<file path="config.mk">
export PLATFORM = sky130hd
export DESIGN_NAME = wb_forward_pipe
export DESIGN_NICKNAME = d
export VERILOG_FILES = /design/src/rtl/wb_forward_pipe_pkg.sv /design/src/rtl/wb_forward_pipe_stage_reg.sv /design/src/rtl/wb_forward_pipe.sv
export SDC_FILE = /design/constraint.sdc
export NUM_CORES = 1
export LEC_CHECK = 0
export ABC_AREA = 1
export CAP_MARGIN = 15
export CORE_ASPECT_RATIO = 1.25
export CORE_UTILIZATION = 40
export DETAILED_ROUTE_END_ITERATION = 6
export PLACE_DENSITY = 0.87
export SKIP_LAST_GASP = 1
export SLEW_MARGIN = 20
export SYNTH_ARGS = -nofsm -noshare
export SYNTH_HDL_FRONTEND = slang
export SYNTH_SLANG_ARGS = --single-unit
</file>
<file path="constraint.sdc">
create_clock -name clk -period 2 [get_ports clk]
set_input_delay 0.5 -clock clk [delete_from_list [all_inputs] [get_ports clk]]
set_output_delay 0.5 -clock clk [all_outputs]
set_load 0.03 [all_outputs]
</file>
<file path="src/rtl/wb_forward_pipe_pkg.sv">
// -----------------------------------------------------------------------------
// wb_forward_pipe_pkg
//
// Shared definitions for the write-side forwarding pipeline.
//   DW_DEF   : default result / write-data width
//   AW_DEF   : default register address width (32 registers)
//   REG_ZERO : the hardwired-zero register; writes to it are never visible
//   stage_t  : one pipeline stage record {valid, we, wa, load, data} at the
//              default widths (handy for models and debug views)
// -----------------------------------------------------------------------------
package wb_forward_pipe_pkg;

    localparam int DW_DEF   = 32;
    localparam int AW_DEF   = 5;
    localparam int REG_ZERO = 0;

    typedef struct packed {
        logic              valid;
        logic              we;
        logic [AW_DEF-1:0] wa;
        logic              load;
        logic [DW_DEF-1:0] data;
    } stage_t;

endpackage

</file>
<file path="src/rtl/wb_forward_pipe_stage_reg.sv">
// -----------------------------------------------------------------------------
// wb_stage_reg
//
// One pipeline stage register. Holds an opaque packed stage record; the
// caller decides its layout. A bubble (or reset) loads an all-zero record,
// which has valid = 0 and therefore never produces a visible write.
//
// Ports:
//   clk    : clock
//   rst    : synchronous active-high reset
//   bubble : load an empty record instead of d on this edge
//   d      : next stage record
//   q      : current stage record
// -----------------------------------------------------------------------------
module wb_stage_reg #(
    parameter int W = 8
) (
    input  logic         clk,
    input  logic         rst,
    input  logic         bubble,
    input  logic [W-1:0] d,
    output logic [W-1:0] q
);

    logic [W-1:0] q_reg;

    always_ff @(posedge clk) begin
        if (rst || bubble) begin
            q_reg <= '0;
        end else begin
            q_reg <= d;
        end
    end

    assign q = q_reg;

endmodule

</file>
<file path="src/rtl/wb_forward_pipe.sv">
// -----------------------------------------------------------------------------
// wb_forward_pipe
//
// Write-side companion to the register file. Carries each issued
// instruction's destination through the EX, MEM and WB pipeline registers,
// drives the register file's three forwarding ports and its architectural
// write port, and raises a one-cycle stall on a load-use hazard.
//
// Ports:
//   clk, rst                    : clock, synchronous active-high reset
//   id_valid/id_we/id_wa/id_load: instruction in ID and its destination
//   id_rs/id_rt/id_use_rs/_rt   : ID source registers and whether they are read
//   flush                       : squash the instruction entering EX
//   ex_result                   : ALU result of the instruction in EX
//   me_load_data                : memory read data of the instruction in MEM
//   stall                       : load-use hazard, ID and IF must hold
//   we_ex/wa_ex/wd_ex           : EX forwarding port
//   we_me/wa_me/wd_me           : MEM forwarding port
//   we_wb/wa_wb/wd_wb           : WB forwarding port
//   rf_we/rf_wa/rf_wd           : register file write port
//   retired                     : count of valid instructions leaving WB
// -----------------------------------------------------------------------------
module wb_forward_pipe
    import wb_forward_pipe_pkg::*;
#(
    parameter int DW = DW_DEF,
    parameter int AW = AW_DEF
) (
    input  logic          clk,
    input  logic          rst,
    input  logic          id_valid,
    input  logic          id_we,
    input  logic [AW-1:0] id_wa,
    input  logic          id_load,
    input  logic [AW-1:0] id_rs,
    input  logic [AW-1:0] id_rt,
    input  logic          id_use_rs,
    input  logic          id_use_rt,
    input  logic          flush,
    input  logic [DW-1:0] ex_result,
    input  logic [DW-1:0] me_load_data,
    output logic          stall,
    output logic          we_ex,
    output logic [AW-1:0] wa_ex,
    output logic [DW-1:0] wd_ex,
    output logic          we_me,
    output logic [AW-1:0] wa_me,
    output logic [DW-1:0] wd_me,
    output logic          we_wb,
    output logic [AW-1:0] wa_wb,
    output logic [DW-1:0] wd_wb,
    output logic          rf_we,
    output logic [AW-1:0] rf_wa,
    output logic [DW-1:0] rf_wd,
    output logic [31:0]   retired
);

    // Control part of a stage record. The data part is kept alongside for
    // MEM and WB only: while an instruction sits in EX its value is the live
    // ex_result input, so EX has nothing worth registering.
    typedef struct packed {
        logic          valid;
        logic          we;
        logic          load;
        logic [AW-1:0] wa;
    } ctrl_t;

    localparam int CW   = $bits(ctrl_t);
    localparam int S_EX = 0;
    localparam int S_ME = 1;
    localparam int S_WB = 2;
    localparam int NSTG = 3;

    ctrl_t         ctrl_q [NSTG];
    logic [DW-1:0] data_q [S_ME:S_WB];
    logic [DW-1:0] data_d [S_ME:S_WB];
    logic          wq     [NSTG];

    ctrl_t         ex_d;
    logic          ex_bubble;
    logic          hit_rs;
    logic          hit_rt;
    logic [31:0]   retired_reg;

    // -------------------------------------------------------------------------
    // Stage registers. EX takes the ID instruction (or a bubble); MEM and WB
    // always take the previous stage together with that stage's result.
    // -------------------------------------------------------------------------
    always_comb begin
        ex_d       = '0;
        ex_d.valid = id_valid;
        ex_d.we    = id_we;
        ex_d.load  = id_load;
        ex_d.wa    = id_wa;
    end

    assign data_d[S_ME] = ex_result;
    assign data_d[S_WB] = wd_me;

    for (genvar gi = 0; gi < NSTG; gi++) begin : g_stage
        if (gi == S_EX) begin : g_ex
            logic [CW-1:0] q;

            wb_stage_reg #(.W(CW)) u_reg (
                .clk    (clk),
                .rst    (rst),
                .bubble (ex_bubble),
                .d      (ex_d),
                .q      (q)
            );

            assign ctrl_q[gi] = q;
        end else begin : g_dat
            logic [CW+DW-1:0] q;

            wb_stage_reg #(.W(CW + DW)) u_reg (
                .clk    (clk),
                .rst    (rst),
                .bubble (1'b0),
                .d      ({ctrl_q[gi-1], data_d[gi]}),
                .q      (q)
            );

            assign {ctrl_q[gi], data_q[gi]} = q;
        end

        // A stage produces a visible write only when it is a real writing
        // instruction whose destination is not the hardwired-zero register.
        assign wq[gi] = ctrl_q[gi].valid & ctrl_q[gi].we
                      & (ctrl_q[gi].wa != AW'(REG_ZERO));
    end

    // -------------------------------------------------------------------------
    // Load-use hazard. A load in EX has no value yet, so a dependent
    // instruction in ID must wait one cycle; by then the load sits in MEM and
    // its memory data is forwarded from there. flush still reports the stall
    // because the stall depends only on what is in EX right now.
    // -------------------------------------------------------------------------
    assign hit_rs    = id_use_rs & (id_rs == ctrl_q[S_EX].wa);
    assign hit_rt    = id_use_rt & (id_rt == ctrl_q[S_EX].wa);
    assign stall     = id_valid & wq[S_EX] & ctrl_q[S_EX].load & (hit_rs | hit_rt);
    assign ex_bubble = flush | stall;

    // -------------------------------------------------------------------------
    // Forwarding ports
    // -------------------------------------------------------------------------
    assign we_ex = wq[S_EX] & ~ctrl_q[S_EX].load;
    assign wa_ex = ctrl_q[S_EX].wa;
    assign wd_ex = ex_result;

    assign we_me = wq[S_ME];
    assign wa_me = ctrl_q[S_ME].wa;
    assign wd_me = ctrl_q[S_ME].load ? me_load_data : data_q[S_ME];

    assign we_wb = wq[S_WB];
    assign wa_wb = ctrl_q[S_WB].wa;
    assign wd_wb = data_q[S_WB];

    // The architectural write is the WB stage itself.
    assign rf_we = we_wb;
    assign rf_wa = wa_wb;
    assign rf_wd = wd_wb;

    // -------------------------------------------------------------------------
    // Retirement counter: every valid instruction leaving WB counts, including
    // non-writing ones and writes to register 0. Wraps naturally.
    // -------------------------------------------------------------------------
    always_ff @(posedge clk) begin
        if (rst) begin
            retired_reg <= '0;
        end else if (ctrl_q[S_WB].valid) begin
            retired_reg <= retired_reg + 32'd1;
        end
    end

    assign retired = retired_reg;

endmodule

</file>
==> flow_metrics.env, run 1 <==
export IMPL_yosys_cell_types_count=27
export IMPL_setup_viol=2
export IMPL_critical_path_slowest_cell="clkdlybuf4s50_1"
export IMPL_grt_first_pass_wirelength_mm=23.5
export IMPL_antenna_cells=0
export IMPL_fp_dieH_um=136
export IMPL_antenna_found_initial=0
export IMPL_relSlewSlack_pct=71.8
export IMPL_hold_viol=0
export IMPL_grt_max_degree=67
export IMPL_status="finished, violations left"
export IMPL_synth_net_count=900
export IMPL_power_w=0.00650
export IMPL_grt_overflow=0
export IMPL_initial_core_util_pct=41.1
export IMPL_worst_path_max_fanout=3
export IMPL_ys_top_cells_by_area="dfxtp_1 (42%), buf_4 (15%), nand2_1 (13%)"
export IMPL_ys_flop_type="dfxtp_1"
export IMPL_post_route_util_pct=60.8
export IMPL_wl_per_cell_um=13.6
export IMPL_yosysTopAreaCell="dfxtp_1"
export IMPL_hold_depth=2
export IMPL_slowest_delay_ns=0.67
export IMPL_tightest_slew_ns=0.422
export IMPL_synth_enable_flop_cells=0
export IMPL_area_growth_pct=47.7
export IMPL_rows=48
export IMPL_final_fill_count=1203
export IMPL_clkLatencyLatePin_ns=0.41
export IMPL_core_area_um2=13900
export IMPL_antenna_left=0
export IMPL_dp_cells=1137
export IMPL_largest_reg_flops=79
export IMPL_synth_seq_cells=119
export IMPL_fmax_ghz=0.498
export IMPL_power_leakage_nw=4.32
export IMPL_crit_chain="buf_4 -> clkdlybuf4s50_1"
export IMPL_min_path_type="input pin to flip-flop"
export IMPL_synthTopCellsByCount="nand2_1 (198), nor2_1 (122), dfxtp_1 (119)"
export IMPL_yosys_warnings=0
export IMPL_ioPinCount=272
export IMPL_worst_slack_ns=-0.00958
export IMPL_violations="setup timing"
export IMPL_synth_cells=812
export IMPL_finalWirelength_mm=16.0
export IMPL_endpoint_kind="output pin"
export IMPL_start_kind="flip-flop"
export IMPL_yosys_area_top_type_share_pct=41.8
export IMPL_die_area_um2=14700
export IMPL_skew_ns=0.00827
export IMPL_portBuffers=271
export IMPL_synthMostInstantiatedCell="nand2_1"
export IMPL_drt_drc_violations_left=0
export IMPL_dr_total_vias=5388
export IMPL_clk_path_buf_depth=2
export IMPL_grt_pass1_vias=4941
export IMPL_htree_levels=4
export IMPL_drv_slew=0
export IMPL_powerDensity_nw_per_um2=771
export IMPL_peakVddDrop_uv=460
export IMPL_dp_final_hpwl_mm=12.1
export IMPL_gp_congestion=0.906
export IMPL_synth_cell_area_um2=5710
export IMPL_nets=1073
export IMPL_finalCritPeriodShare_pct=100
export IMPL_path_class="flip-flop to output pin"
export IMPL_track_usage_pct=20.9
export IMPL_drv_cap=0
export IMPL_yosysSeqAreaShare_pct=41.8
export IMPL_clkSinkCount=119
export IMPL_synth_avg_cell_area_um2=7.03
export IMPL_cts_root_buf="clkbuf_16"
export IMPL_cts_made_buffers=17
export IMPL_fp_dieW_um=109
export IMPL_drive_above_1_share_pct=16.2
export IMPL_post_route_min_period_ns=2.01
export IMPL_cp_required_ns=1.50
export IMPL_cts_hold_buffers=0
export IMPL_cts_tree="built"
export IMPL_rsz0062_at_grt="yes"
export IMPL_viasPerCell=4.59
export IMPL_path_clk_slew_ns=0.05
export IMPL_r2r_cells=12
export IMPL_stdcell_count=1173
export IMPL_drt_iter0_drc=279
export IMPL_crit_arrival_ns=1.51
export IMPL_async_flop_share_pct=0
export IMPL_first_pass_iters=5
critical path: cells and delay by family (launching register included):
kind / cells / cell delay (ns)
buffers and inverters: 2 / 0.78
DFF: 1 / 0.33
timing repair:
item,CTS,global route
pin swaps,11,8
resized for setup,66,39
setup endpoints to repair,45,34
setup buffers,2,2
gates cloned,0,0
worst paths after layout:
kind / from / end / slack [ns]
worst min register to register: g_stage[0].g_ex.u_reg.q[6] / g_stage[1].g_dat.u_reg.q[38] / 0.42
worst max-delay path: g_stage[0].g_ex.u_reg.q[3] / wa_ex[3] / -0.01
worst max register to register: g_stage[0].g_ex.u_reg.q[1] / g_stage[0].g_ex.u_reg.q[2] / 0.44
worst min-delay path: rst / g_stage[1].g_dat.u_reg.q[35] / 0.42
layout make-up:
class	instances	area [µm²]	area share (%)
Timing Repair Buffer	291	2840	33.7
Multi-Input combinational cell	449	1980	23.5
Inverter	107	404	4.79
Sequential cell	119	2390	28.3
Clock buffer	18	439	5.21
Tap cell	175	219	2.60
Clock inverter	14	153	1.81
per-layer routing:
layer / GRT usage (%) / wire length (µm) / vias to the layer above
met1: 23.1 / 6230 / 2456
met4: 7.51 / 261 / 0
met5: 0 / 0 / -
met2: 37.1 / 8370 / 210
met3: 6.59 / 1090 / 24
li1: - / - / 2698
cell families (layout without fill, tap and decap cells):
family | count (synthesis) | after routing | synth area share (%)
fa+ha+maj | 1 | 1 | 0.219
xor+xnor | 3 | 3 | 0.461
buf+inv | 244 | 430 | 23.9
flops | 119 | 119 | 41.8
compound gates | 59 | 59 | 5.37
simple gates | 386 | 386 | 28.3
stage by stage:
stage                     hold slack [ns]  setup TNS [ns]  area, µm²  worst slack [ns]
after global placement              0.409          -0.128       7760            -0.128
after floorplan                     0.400               0       5710             0.389
after global routing                0.424          -0.183       8430            -0.110
after CTS                           0.394         -0.0918       8340           -0.0586
after detailed placement            0.415          -0.145       7760            -0.141
final                               0.419         -0.0103       8430          -0.00958
cells in the final DEF, fill, tap and decap left out, types with 3 or more instances in the layout:
master             n
buf_6              5
inv_2              7
nor2_2             8
clkbuf_16         17
inv_1             99
clkdlybuf4s50_1  133
clkinv_4           5
nand2_1          192
nor3_1             6
nor2_1           121
buf_12            11
nand3_1           32
clkinvlp_4         4
nand2_2            9
dfxtp_2            5
nor2_4             7
dlymetal6s2s_1    22
a21oi_1           49
buf_2              3
dlygate4sd2_1     46
dfxtp_1          114
o21ai_0            6
nand4_1            7
buf_4             70
where the power goes:
| part | internal [W] | leakage, nW | total, W | switching (W) |
|---|---|---|---|---|
| Clock | 0.00187 | 0.278 | 0.00300 | 0.00113 |
| Combinational | 0.000445 | 3.07 | 0.00101 | 0.000564 |
| Sequential | 0.00245 | 0.977 | 0.00249 | 0.0000382 |
Power figures use the tool's default switching activity.
==> run 2, diff against run 1 <==
--- a/config.mk
+++ b/config.mk
@@ -15,4 +15,5 @@
 export SLEW_MARGIN = 20
 export SYNTH_ARGS = -nofsm -noshare
 export SYNTH_HDL_FRONTEND = slang
+export SYNTH_HIERARCHICAL = 1
 export SYNTH_SLANG_ARGS = --single-unit
==> run 2 against run 1 <==
The flow still finishes with violations (setup timing). Clock power is 4% higher. Synthesized area decreased by 0.94%. Power decreased by 0.97%. Flip-flop and latch count is the same. Critical path type unchanged.
==> flow_metrics.env, run 2 <==
export IMPL_status="finished, violations left"
export IMPL_violations="setup timing"
export IMPL_die_area_um2=14600
export IMPL_track_usage_pct=23.3
export IMPL_hold_depth=2
export IMPL_design_area_um2=9010
export IMPL_path_class="flip-flop to output pin"
export IMPL_power_leakage_nw=4.21
export IMPL_htree_levels=4
export IMPL_drv_cap=0
export IMPL_nets=1043
export IMPL_powerDensity_nw_per_um2=714
export IMPL_grt_overflow=0
export IMPL_hp_start="g_stage[1].g_dat.u_reg/q[39]"
export IMPL_cts_tree="built"
export IMPL_r2r_start="retired[0]"
export IMPL_drv_slew=0
export IMPL_clkLatencyLatePin_ns=0.40
export IMPL_setup_viol=21
export IMPL_dp_slack_ns=-0.232
export IMPL_path_clk_slew_ns=0.05
export IMPL_ioPinCount=272
export IMPL_peakVddDrop_uv=472
export IMPL_cts_hold_buffers=0
export IMPL_cts_made_buffers=17
export IMPL_final_cell_mix="clkdlybuf4s50_1 (140), inv_1 (131), dfxtp_1 (115)"
export IMPL_stdcell_count=1143
export IMPL_drive_above_1_share_pct=27.6
export IMPL_synth_cells=723
export IMPL_antenna_found_initial=0
export IMPL_dp_cells=1097
export IMPL_initial_core_util_pct=40.9
export IMPL_synth_avg_cell_area_um2=7.82
export IMPL_crit_arrival_ns=1.58
export IMPL_tns_ns=-0.291
export IMPL_skew_ns=0.0137
export IMPL_synth_cell_area_um2=5650
export IMPL_fp_dieW_um=108
export IMPL_min_path_type="flip-flop to flip-flop"
export IMPL_core_area_um2=13800
export IMPL_first_pass_iters=5
export IMPL_worst_slack_ns=-0.0833
export IMPL_wl_per_cell_um=15.0
export IMPL_layout_commonest_cell="clkdlybuf4s50_1"
export IMPL_grt_first_pass_wirelength_mm=25.8
export IMPL_fmax_ghz=0.480
export IMPL_drt_iter0_drc=223
export IMPL_final_fill_count=1118
export IMPL_critical_path_slowest_cell="dfxtp_1"
export IMPL_post_route_min_period_ns=2.08
export IMPL_portBuffers=271
export IMPL_antenna_cells=0
export IMPL_gp_congestion=0.968
export IMPL_viasPerCell=4.65
export IMPL_dp_final_hpwl_mm=12.6
export IMPL_dpl_cell_area_um2=7980
export IMPL_finalCritPeriodShare_pct=104
export IMPL_hold_viol=0
export IMPL_rsz0062_at_grt="yes"
export IMPL_dr_total_vias=5313
export IMPL_crit_chain="inv_1 -> nor2_1 -> nor3_1 -> nand3_1 -> nand2_1 -> nand2_2 -> inv_2 -> buf_6"
export IMPL_r2r_slack_ns=0.36
export IMPL_start_kind="flip-flop"
export IMPL_drt_drc_violations_left=0
export IMPL_area_growth_pct=59.4
export IMPL_hold_end="g_stage[2].g_dat.u_reg/q[39]"
export IMPL_clkSinkCount=119
export IMPL_rr_endpoint="retired[28]"
export IMPL_rows=48
export IMPL_clk_path_buf_depth=2
export IMPL_yosys_warnings=6
export IMPL_finalWirelength_mm=17.1
export IMPL_r2r_cells=9
export IMPL_fp_dieH_um=135
export IMPL_post_route_util_pct=65.2
export IMPL_worst_path_max_fanout=4
export IMPL_cp_required_ns=1.50
export IMPL_endpoint_kind="output pin"
export IMPL_largest_reg_flops=79
export IMPL_grt_pass1_vias=5219
export IMPL_cts_root_buf="clkbuf_16"
export IMPL_grt_max_degree=32
export IMPL_slowest_delay_ns=0.31
export IMPL_antenna_left=0
==> run 2: where the power goes <==
part | total [W] | switching [W] | internal (W)
combinational | 0.000881 | 0.000458 | 0.000423
clock | 0.00311 | 0.00109 | 0.00202
sequential | 0.00244 | 0.0000241 | 0.00242
==> run 2: critical path, delay by kind of cell (launching register included) <==
family	cells	cell delay, ns
AND/OR/NAND/NOR	5	0.57
flip-flops	1	0.31
buffers and inverters	3	0.29
==> run 2: through the flow <==
stage	power (W)	hold slack, ns
6_report	0.00643	0.437
2_1_floorplan	0.00296	0.423
4_1_cts	0.00647	0.440
3_3_place_gp	0.00330	0.432
5_1_grt	0.00664	0.464
3_5_place_dp	0.00332	0.437
==> run 2: area by class of cell <==
class	instances	area, µm²	share of cell area (%)
inverters	135	507	5.62
well taps	175	219	2.43
multi-input cells	384	2240	24.9
clock inverters	12	151	1.68
repair buffers	298	3040	33.8
flip-flops and latches	119	2390	26.5
clock buffers	20	457	5.07
==> run 2: metal layers <==
layer | vias up | track usage [%] | routed length (µm)
met4 | 0 | 8.41 | 448
met5 | - | 0 | 0
met1 | 2491 | 26.2 | 6570
met3 | 32 | 5.16 | 981
met2 | 218 | 42.5 | 9100
li1 | 2572 | - | -
==> run 2: worst max path at each step <==
| stage | startpoint | to | slack [ns] | depth (start not counted) |
|---|---|---|---|---|
| after floorplan | g_stage[0].g_ex.u_reg/q[3] | stall | 0.24 | 8 |
| after global placement | id_rt[3] | stall | -0.17 | 8 |
| after detailed placement | id_rt[3] | stall | -0.23 | 8 |
| after CTS | g_stage[1].g_dat.u_reg/q[37] | wd_me[11] | -0.11 | 3 |
| after global routing | g_stage[0].g_ex.u_reg/q[1] | stall | -0.12 | 8 |
| final | g_stage[0].g_ex.u_reg/q[0] | stall | -0.08 | 8 |
==> run 2: timing repair <==
action                     CTS  global route
pin swaps                    9             5
gates cloned                 3             0
setup endpoints to repair   69            54
setup buffers                8             3
gates resized for setup    107            40
